==> config.mk <==
export PLATFORM = sky130hd
export DESIGN_NAME = reed_solomon_decoder_frame_scheduler_flat
export DESIGN_NICKNAME = d
export VERILOG_FILES = /design/src/rtl/reed_solomon_decoder_frame_scheduler_if.sv /design/src/rtl/reed_solomon_decoder_frame_scheduler.sv /design/src/flat_wrapper.sv
export SDC_FILE = /design/constraint.sdc
export NUM_CORES = 1
export LEC_CHECK = 0
export ABC_AREA = 1
export BUFFER_PORTS_ARGS = -buffer_cell sky130_fd_sc_hd__buf_2
export CAP_MARGIN = 20
export CORE_ASPECT_RATIO = 1.25
export CORE_UTILIZATION = 35
export DETAILED_ROUTE_END_ITERATION = 16
export PLACE_DENSITY = 0.62
export SLEW_MARGIN = 20
export SYNTH_ARGS = -nofsm -noshare
export SYNTH_HDL_FRONTEND = slang
export SYNTH_SLANG_ARGS = --single-unit
==> constraint.sdc <==
create_clock -name clk -period 1.3 [get_ports clk]
set_input_delay 0.13 -clock clk [delete_from_list [all_inputs] [get_ports clk]]
set_output_delay 0.13 -clock clk [all_outputs]
set_load 0.02 [all_outputs]
==> src/rtl/reed_solomon_decoder_frame_scheduler_if.sv <==
// Handshake bundle between the RS decoder input FIFO, the decoder core
// and the frame scheduler.
// Signals:
//   fifo_count/fifo_not_empty/fifo_deq_en : FIFO dequeue side
//   dec_start/dec_valid/dec_last/dec_ready/dec_done : decoder side
//   flush/busy/frames_issued : control and status
// master = scheduler side, slave = FIFO/decoder/software side.
interface reed_solomon_decoder_frame_scheduler_if #(
    parameter int CNT_W = 10
);
    logic [CNT_W-1:0] fifo_count;
    logic             fifo_not_empty;
    logic             fifo_deq_en;
    logic             dec_start;
    logic             dec_valid;
    logic             dec_last;
    logic             dec_ready;
    logic             dec_done;
    logic             flush;
    logic             busy;
    logic [31:0]      frames_issued;

    modport master (
        input  fifo_count, fifo_not_empty, dec_ready, dec_done, flush,
        output fifo_deq_en, dec_start, dec_valid, dec_last,
        output busy, frames_issued
    );

    modport slave (
        output fifo_count, fifo_not_empty, dec_ready, dec_done, flush,
        input  fifo_deq_en, dec_start, dec_valid, dec_last,
        input  busy, frames_issued
    );
endinterface

==> src/rtl/reed_solomon_decoder_frame_scheduler.sv <==
// Frame scheduler: waits for a full codeword in the FIFO, pulses dec_start,
// streams FRAME_BEATS beats under valid/ready, then waits for dec_done.
// Also drains the FIFO on a flush request taken in IDLE.
// Ports:
//   clk, reset : clock, synchronous active-high reset
//   bus        : master side of reed_solomon_decoder_frame_scheduler_if
module reed_solomon_decoder_frame_scheduler #(
    parameter int FRAME_BEATS = 4,
    parameter int FIFO_DEPTH  = 512,
    parameter int CNT_W       = $clog2(FIFO_DEPTH) + 1
) (
    input  logic clk,
    input  logic reset,
    reed_solomon_decoder_frame_scheduler_if.master bus
);
    localparam int BW = $clog2(FRAME_BEATS + 1);
    localparam logic [BW-1:0]    LAST_BEAT = BW'(FRAME_BEATS - 1);
    localparam logic [CNT_W-1:0] FRAME_CNT = CNT_W'(FRAME_BEATS);

    typedef enum logic [2:0] {
        IDLE,
        START,
        STREAM,
        WAIT_DONE,
        FLUSH
    } state_e;

    state_e      state_q, state_d;
    logic [BW-1:0] beat_q, beat_d;
    logic [31:0] frames_q, frames_d;

    logic valid_c;
    logic last_c;
    logic deq_c;

    always_ff @(posedge clk) begin
        if (reset) begin
            state_q  <= IDLE;
            beat_q   <= '0;
            frames_q <= '0;
        end else begin
            state_q  <= state_d;
            beat_q   <= beat_d;
            frames_q <= frames_d;
        end
    end

    always_comb begin
        state_d  = state_q;
        beat_d   = beat_q;
        frames_d = frames_q;
        valid_c  = 1'b0;
        last_c   = 1'b0;
        deq_c    = 1'b0;
        unique case (state_q)
            IDLE: begin
                // flush wins over a frame that is ready the same cycle
                if (bus.flush) begin
                    state_d = FLUSH;
                end else if (bus.fifo_count >= FRAME_CNT) begin
                    state_d = START;
                end
            end
            START: begin
                beat_d  = '0;
                state_d = STREAM;
            end
            STREAM: begin
                // underrun just stalls: valid follows the FIFO head
                valid_c = bus.fifo_not_empty;
                last_c  = valid_c && (beat_q == LAST_BEAT);
                deq_c   = valid_c && bus.dec_ready;
                if (deq_c) begin
                    beat_d = beat_q + BW'(1);
                    if (last_c) begin
                        state_d = WAIT_DONE;
                    end
                end
            end
            WAIT_DONE: begin
                if (bus.dec_done) begin
                    frames_d = frames_q + 32'd1;
                    state_d  = IDLE;
                end
            end
            FLUSH: begin
                deq_c = bus.fifo_not_empty;
                if (!bus.fifo_not_empty) begin
                    state_d = IDLE;
                end
            end
            default: begin
                state_d = IDLE;
            end
        endcase
    end

    assign bus.dec_start     = (state_q == START);
    assign bus.busy          = (state_q != IDLE);
    assign bus.frames_issued = frames_q;
    assign bus.dec_valid     = valid_c;
    assign bus.dec_last      = last_c;
    assign bus.fifo_deq_en   = deq_c;
endmodule

==> src/flat_wrapper.sv <==
// flat-port wrapper written by rule: the top's interface ports become plain ports
module reed_solomon_decoder_frame_scheduler_flat 
#(
    parameter int FRAME_BEATS = 4,
    parameter int FIFO_DEPTH  = 512,
    parameter int CNT_W       = $clog2(FIFO_DEPTH) + 1
)
  (clk, reset, bus_fifo_count, bus_fifo_not_empty, bus_dec_ready, bus_dec_done, bus_flush, bus_fifo_deq_en, bus_dec_start, bus_dec_valid, bus_dec_last, bus_busy, bus_frames_issued);
  reed_solomon_decoder_frame_scheduler_if #(.CNT_W(CNT_W)) bus_i ();
  input  logic clk;
  input  logic reset;
  input wire logic [$bits(bus_i.fifo_count)-1:0] bus_fifo_count;
  input wire logic [$bits(bus_i.fifo_not_empty)-1:0] bus_fifo_not_empty;
  input wire logic [$bits(bus_i.dec_ready)-1:0] bus_dec_ready;
  input wire logic [$bits(bus_i.dec_done)-1:0] bus_dec_done;
  input wire logic [$bits(bus_i.flush)-1:0] bus_flush;
  output wire logic [$bits(bus_i.fifo_deq_en)-1:0] bus_fifo_deq_en;
  output wire logic [$bits(bus_i.dec_start)-1:0] bus_dec_start;
  output wire logic [$bits(bus_i.dec_valid)-1:0] bus_dec_valid;
  output wire logic [$bits(bus_i.dec_last)-1:0] bus_dec_last;
  output wire logic [$bits(bus_i.busy)-1:0] bus_busy;
  output wire logic [$bits(bus_i.frames_issued)-1:0] bus_frames_issued;
  assign bus_i.fifo_count = bus_fifo_count;
  assign bus_i.fifo_not_empty = bus_fifo_not_empty;
  assign bus_i.dec_ready = bus_dec_ready;
  assign bus_i.dec_done = bus_dec_done;
  assign bus_i.flush = bus_flush;
  assign bus_fifo_deq_en = bus_i.fifo_deq_en;
  assign bus_dec_start = bus_i.dec_start;
  assign bus_dec_valid = bus_i.dec_valid;
  assign bus_dec_last = bus_i.dec_last;
  assign bus_busy = bus_i.busy;
  assign bus_frames_issued = bus_i.frames_issued;
  reed_solomon_decoder_frame_scheduler #(.FRAME_BEATS(FRAME_BEATS), .FIFO_DEPTH(FIFO_DEPTH), .CNT_W(CNT_W)) u_core (.clk(clk), .reset(reset), .bus(bus_i));
endmodule
==> metrics.txt, run 1 <==
first-pass GRT wire length 9.71 mm; cell count after synthesis 335; fraction of layout cells with a size suffix above 1 43.5%; final hold vios 0; FF+latch count, synth 38; worst hold-check path type input port to flip-flop; drt drc 0; Pleak 1.61 nW; Synthesized Nets 354; Avg Cell Area, Syn 6.43 µm²; Cell Area, Synth 0.00215 mm²; synth top area cells dfxtp_1 35%, nand2_1 14%, nor2_1 10%; TritonRoute pass-1 iters 4; critical path type flip-flop to flip-flop; global-route met2 utilization 35.2%; CTS Buffer Depth 2; share of the synthesized area in the top cell type 35.3%; hpwl dp 4.40 mm; register area share after synthesis 35.3%; Flop pwr share 43.8%; crit path from u_core.bus.frames_issued[1]; CTS HTree Levels 2; number of global-route vias before repair 2324; sw frac 32.8%; row count 31; final setup margin -0.118 ns; Root Buffer clkbuf_8; Pint 2.10 mW; CTS buffer count 5; # IOs 53; Vert. Die Dim 89.7 µm; Clk network pwr share 27.1%; Congestion Overflow GR 0; Worst setup EP type flip-flop; initial core utilization 36.8%; CP startpoint kind flip-flop; flop-to-flop setup slack -0.12 ns; clock skew 0.00773 ns; Psw 1.03 mW; Layout Nets 464; area leader, netlist dfxtp_1; initial antenna violation count 0; met1 usage 20.6%; Cell variety after synth 27; Worst-Margin Slew 0.335 ns; Final period util 109%; area of placed instances 0.00287 mm²; unrepaired setup endpoints after global routing yes; Final setup viols 16; failing checks setup timing; Vias 2488; Max-Cap Viols 0; Crit path arrival time 1.65 ns; synth-to-layout area growth 52.8%; Comb power frac 29.1%; pin count of the biggest net entering global routing 18; GRT busiest layer met2; Max Slew Vio Count 0; final WL 5.91 mm; Final GP Congestion 0.798; die width 72.2 µm; CTS hold repair buffers 0; Clock Latency Late Sink 0.29 ns; Die ar. 0.00648 mm²; Post-DRT Antenna Nets 0; 1st-iter DRT viols 76; core area 0.00586 mm²; status finished with violations; total track usage 18.6%; fillers 552; Port Buffer Count 50; WP data required 1.53 ns; min cycle time layout 1.42 ns; Max Freq 705 MHz; clk slew on worst S/H paths 0.07 ns; post-layout util 56.2%; Avg Vias per Cell 4.71; relative slew slack 77.6%; P per Cell Area 949 mW/mm²; met3 GRT Util 3.48%; post-DR wirelength/cell 11.2 µm; CTS Sinks 38; Ys Warns 0; RR Endpoint u_core.bus.frames_issued[24]; maximum vdd drop 0.503 mV; worst-path maximum fanout 6; antenna fix cells 0; TritonCTS clock tree yes; r2r startpoint u_core.bus.frames_issued[1]; cells on worst reg2reg path 11; final instance area 0.00329 mm²; Worst Setup EP u_core.bus.frames_issued[24]
-- layout make-up --
class / count / area, µm² / share of cell area, %
repair buffers: 107 / 701 / 21.3
multi-input cells: 241 / 1400 / 42.4
clock buffers: 7 / 86.3 / 2.62
flip-flops and latches: 38 / 801 / 24.3
inverters: 52 / 200 / 6.08
clock inverters: 1 / 5.00 / 0.152
well taps: 82 / 103 / 3.12
-- repair_timing --
item,CTS,global route
setup buffers,7,8
resized for setup,26,40
pin swaps,13,17
setup endpoints to repair,29,38
-- power by group through the flow --
stage	Clock [mW]	Sequential [mW]	Combinational, mW
after floorplan	0	1.34	0.450
after global placement	0	1.34	0.708
after detailed placement	0	1.34	0.723
after CTS	0.878	1.35	0.779
after global routing	0.916	1.38	1.01
final	0.847	1.37	0.911
-- worst max-delay path: stages (launching register included) --
cell     delay (ns)
dfxtp_4        0.37
ha_4           0.14
nand2_1        0.05
nor2_1         0.08
nand2_1        0.09
nor2_4         0.18
nand2_4        0.09
nor2_4         0.14
nand2_2        0.06
nand2_2        0.06
inv_2          0.03
nor2_1         0.08
-- cell usage after synthesis --
master and n:
nor2_2 2, nand3_1 23, nand2_2 4, nor3_1 10
ha_1 3, o21bai_1 3, and3_1 1, o211a_1 1
nor3_2 1, nand4_4 1, o21ai_0 10, nor2_1 58
clkbuf_1 4, nand4_1 9, nand2_4 2, nand2_1 80
o21a_1 1, inv_2 1, dfxtp_1 38, inv_1 51
a21oi_1 18, nor4_1 1, and2_1 1, nor2_4 6
nand3b_1 1, xor2_1 4, a31oi_1 1
-- cell usage in the layout, fill, tap and decap left out, types with 2 or more instances in the layout --
cell type  count
a21oi_1       16
nor3_2         3
nor2_2         5
nand2_1       65
o21ai_1        3
dfxtp_4        6
inv_1         47
nand4_1        9
nand3_1       17
nand2_2       17
xor2_1         4
nor2_4        12
clkbuf_8       6
nor2_1        49
nand3_2        4
nor3_1         7
buf_6          4
o21bai_1       3
buf_2         47
ha_4           3
nand2_4        4
nand3_4        2
inv_4          2
inv_2          3
a21oi_2        2
buf_4         56
dfxtp_2       14
o21ai_0        7
dfxtp_1       18
-- sequential cells by signal, summed over array words and instances (netlist names) --
name                      count
u_core.bus.frames_issued     32
u_core.beat_q                 3
u_core.state_q                3
-- worst min path at each step --
stage	start	depth (start not counted)	slack, ns	to
2_1_floorplan	bus_flush	2	0.27	u_core.state_q[2]
3_3_place_gp	bus_flush	3	0.40	u_core.state_q[2]
3_5_place_dp	bus_flush	3	0.40	u_core.state_q[2]
4_1_cts	bus_flush	3	0.1	u_core.state_q[2]
5_1_grt	bus_flush	3	0.11	u_core.state_q[2]
6_report	bus_flush	3	0.11	u_core.state_q[2]
-- layer usage --
layer	part of all wire (%)	wire length (µm)
met3	3.6	214
met2	54	3170
met4	0.85	50
met5	0	0
met1	42	2480
-- through the flow --
stage | setup slack (ns) | power [mW] | setup TNS [ns] | hold slack [ns] | instances
final | -0.118 | 3.13 | -0.957 | 0.114 | 528
after global routing | -0.247 | 3.31 | -3.89 | 0.112 | 528
after CTS | -0.119 | 3.00 | -0.951 | 0.0964 | 520
after detailed placement | -0.137 | 2.07 | -1.07 | 0.404 | 505
after global placement | -0.0889 | 2.05 | -0.499 | 0.396 | 505
after floorplan | -0.0658 | 1.79 | -0.289 | 0.273 | 335
-- logic make-up (layout without fill, tap and decap cells) --
family | count (synthesis) | after routing | synth area share, %
AO/OA/AOI/OAI | 34 | 34 | 8.65
XOR/XNOR | 4 | 4 | 1.63
adder cells (fa/ha/maj) | 3 | 3 | 1.74
buffers and inverters | 56 | 167 | 9.76
flip-flops | 38 | 38 | 35.3
AND/OR/NAND/NOR | 200 | 200 | 42.9
(Power assumes the default switching activity.)
==> run 2, diff against run 1 <==
Settings changed: CORE_UTILIZATION 35 to 30, GPL_TIMING_DRIVEN set to 0, PLACE_DENSITY 0.62 to 0.56.
==> metrics.txt, run 2 (synthesis results as in run 1) <==
# IOs 53 (unchanged); relative slew slack 57.7% (-20 points); Layout Nets 433 (-6.7%); post-place setup slack -0.217 ns (-0.0800 ns); first-pass GRT wire length 9.96 mm (+2.6%); flop-to-flop setup slack -0.11 ns (about the same); 1st-iter DRT viols 86 (+13%); Clock Latency Late Sink 0.29 ns (about the same); CTS buffer count 5 (unchanged); cells on worst reg2reg path 10 (-1); Avg Vias per Cell 4.71 (about the same); Max Freq 708 MHz (+0.43%); synth-to-layout area growth 45.8%; Worst Setup EP u_core.bus.frames_issued[24]; hpwl dp 4.16 mm (-5.3%); r2r startpoint u_core.bus.frames_issued[1]; RR Endpoint u_core.bus.frames_issued[24]; final hold vios 0 (unchanged); Port Buffer Count 49 (-2.0%); fraction of layout cells with a size suffix above 1 40.7% (-2.8 points); row count 34 (+9.7%); clk slew on worst S/H paths 0.08 ns (about the same); P per Cell Area 1010 mW/mm² (+6.4%); unrepaired setup endpoints after global routing yes; pin count of the biggest net entering global routing 12 (-6); most common cell after layout, fill and taps aside nand2_1; CTS Buffer Depth 2 (unchanged); TritonRoute pass-1 iters 4 (unchanged); crit path from u_core.bus.frames_issued[1]; Pleak 1.45 nW (-9.8%); TritonCTS clock tree yes; setup tns final -1.22 ns (-0.260 ns); clock skew 0.00856 ns (+0.000826 ns); hold path cells 3 (unchanged); Root Buffer clkbuf_8; post-DR wirelength/cell 11.9 µm (+6.1%); area of the multi-input gates 0.00146 mm² (+4.3%); CTS Sinks 38 (unchanged); area of placed instances 0.00258 mm² (-10%); maximum vdd drop 0.524 mV (+4.2%); Max-Cap Viols 0 (unchanged); most frequent cells in the layout 66 x nand2_1, 48 x nor2_1, 45 x buf_2; fillers 710 (+29%); worst hold-check path type input port to flip-flop; WP data required 1.49 ns (-0.04 ns); initial core utilization 31.1% (-5.7 points); die width 77.8 µm (+7.8%); total track usage 16.4% (-2.2 points); final setup margin -0.112 ns (+0.00606 ns); Final GP Congestion 0.762 (-4.6%); Congestion Overflow GR 0 (unchanged); core area 0.00693 mm² (+18%); Worst setup EP type flip-flop; status finished with violations; Sequential cell area 805 µm² (+0.47%); Final period util 109% (-0.47 points); initial antenna violation count 0 (unchanged); final WL 6.00 mm (+1.4%); Vert. Die Dim 96.8 µm (+7.8%); CTS HTree Levels 2 (unchanged); max reg flops 32 (unchanged); number of global-route vias before repair 2333 (+0.39%); failing checks setup timing; Crit path arrival time 1.60 ns (-0.05 ns); CP startpoint kind flip-flop; Die ar. 0.00753 mm² (+16%); min cycle time layout 1.41 ns (-0.00606 ns); drt drc 0 (unchanged); Vias 2380 (-4.3%); worst-path maximum fanout 4 (-2); Worst-Margin Slew 0.634 ns (+0.299 ns); critical path type flip-flop to flip-flop; Max Slew Vio Count 0 (unchanged); final instance area 0.00314 mm² (-4.6%); Final setup viols 23 (+7); Post-DRT Antenna Nets 0 (unchanged); antenna fix cells 0 (unchanged)
## run 2: worst min-delay path by stage
stage / from / endpoint
after global routing: bus_flush / u_core.state_q[2]
after floorplan: bus_flush / u_core.state_q[2]
final: bus_flush / u_core.state_q[2]
after detailed placement: bus_flush / u_core.state_q[2]
after CTS: bus_flush / u_core.state_q[2]
after global placement: bus_flush / u_core.state_q[2]
## run 2: area by class of cell
type                       count  area share, %
clock inverter                 2          0.239
timing repair buffer          72           14.6
inverter                      52           6.45
buffer                         4          0.518
tap                           90           3.58
clock buffer                   6           2.63
multi-input combinational    241           46.4
sequential                    38           25.6
## run 2: metal layers
| layer | track usage [%] | wire length, µm | vias to the layer above |
|---|---|---|---|
| met1 | 18.0 | 2420 | 1094 |
| met5 | 0 | 0 | - |
| met3 | 3.30 | 270 | 14 |
| met2 | 30.8 | 3150 | 53 |
| met4 | 4.93 | 161 | 0 |
| li1 | - | - | 1219 |
## run 2: timing repair
| item | CTS | global route |
|---|---|---|
| resized for setup | 39 | 51 |
| hold buffers | 0 | 0 |
| pin swaps | 16 | 20 |
| setup endpoints to repair | 34 | 36 |
| setup buffers | 17 | 6 |
## run 2: through the flow
stage | std cells | hold WS (ns) | util [%] | total power [mW]
floorplan | 335 | 0.273 | - | 1.79
global placement | 474 | 0.396 | 37.2 | 1.94
detailed placement | 474 | 0.397 | 37.2 | 1.95
CTS | 499 | 0.0833 | 41.9 | 2.99
global route | 505 | 0.105 | 45.3 | 3.36
finish | 505 | 0.0971 | 45.3 | 3.17
## run 2: power breakdown
group          internal (mW)  switching (mW)  leakage (nW)  total [mW]
Combinational          0.417           0.517          1.08       0.934
Sequential              1.25           0.141         0.318        1.40
Clock                  0.418           0.427        0.0463       0.845
Total                   2.09            1.08          1.45        3.17
## run 2: critical path, cell delays in order (launching register included)
cell and delay [ns]:
dfxtp_4 0.38, ha_4 0.14, nand2_1 0.05, nor2_1 0.08, nand2_1 0.08, nor2_4 0.16
nand2_4 0.09, nor2_4 0.15, nand3_2 0.08, nand2_1 0.06, nor2_1 0.04
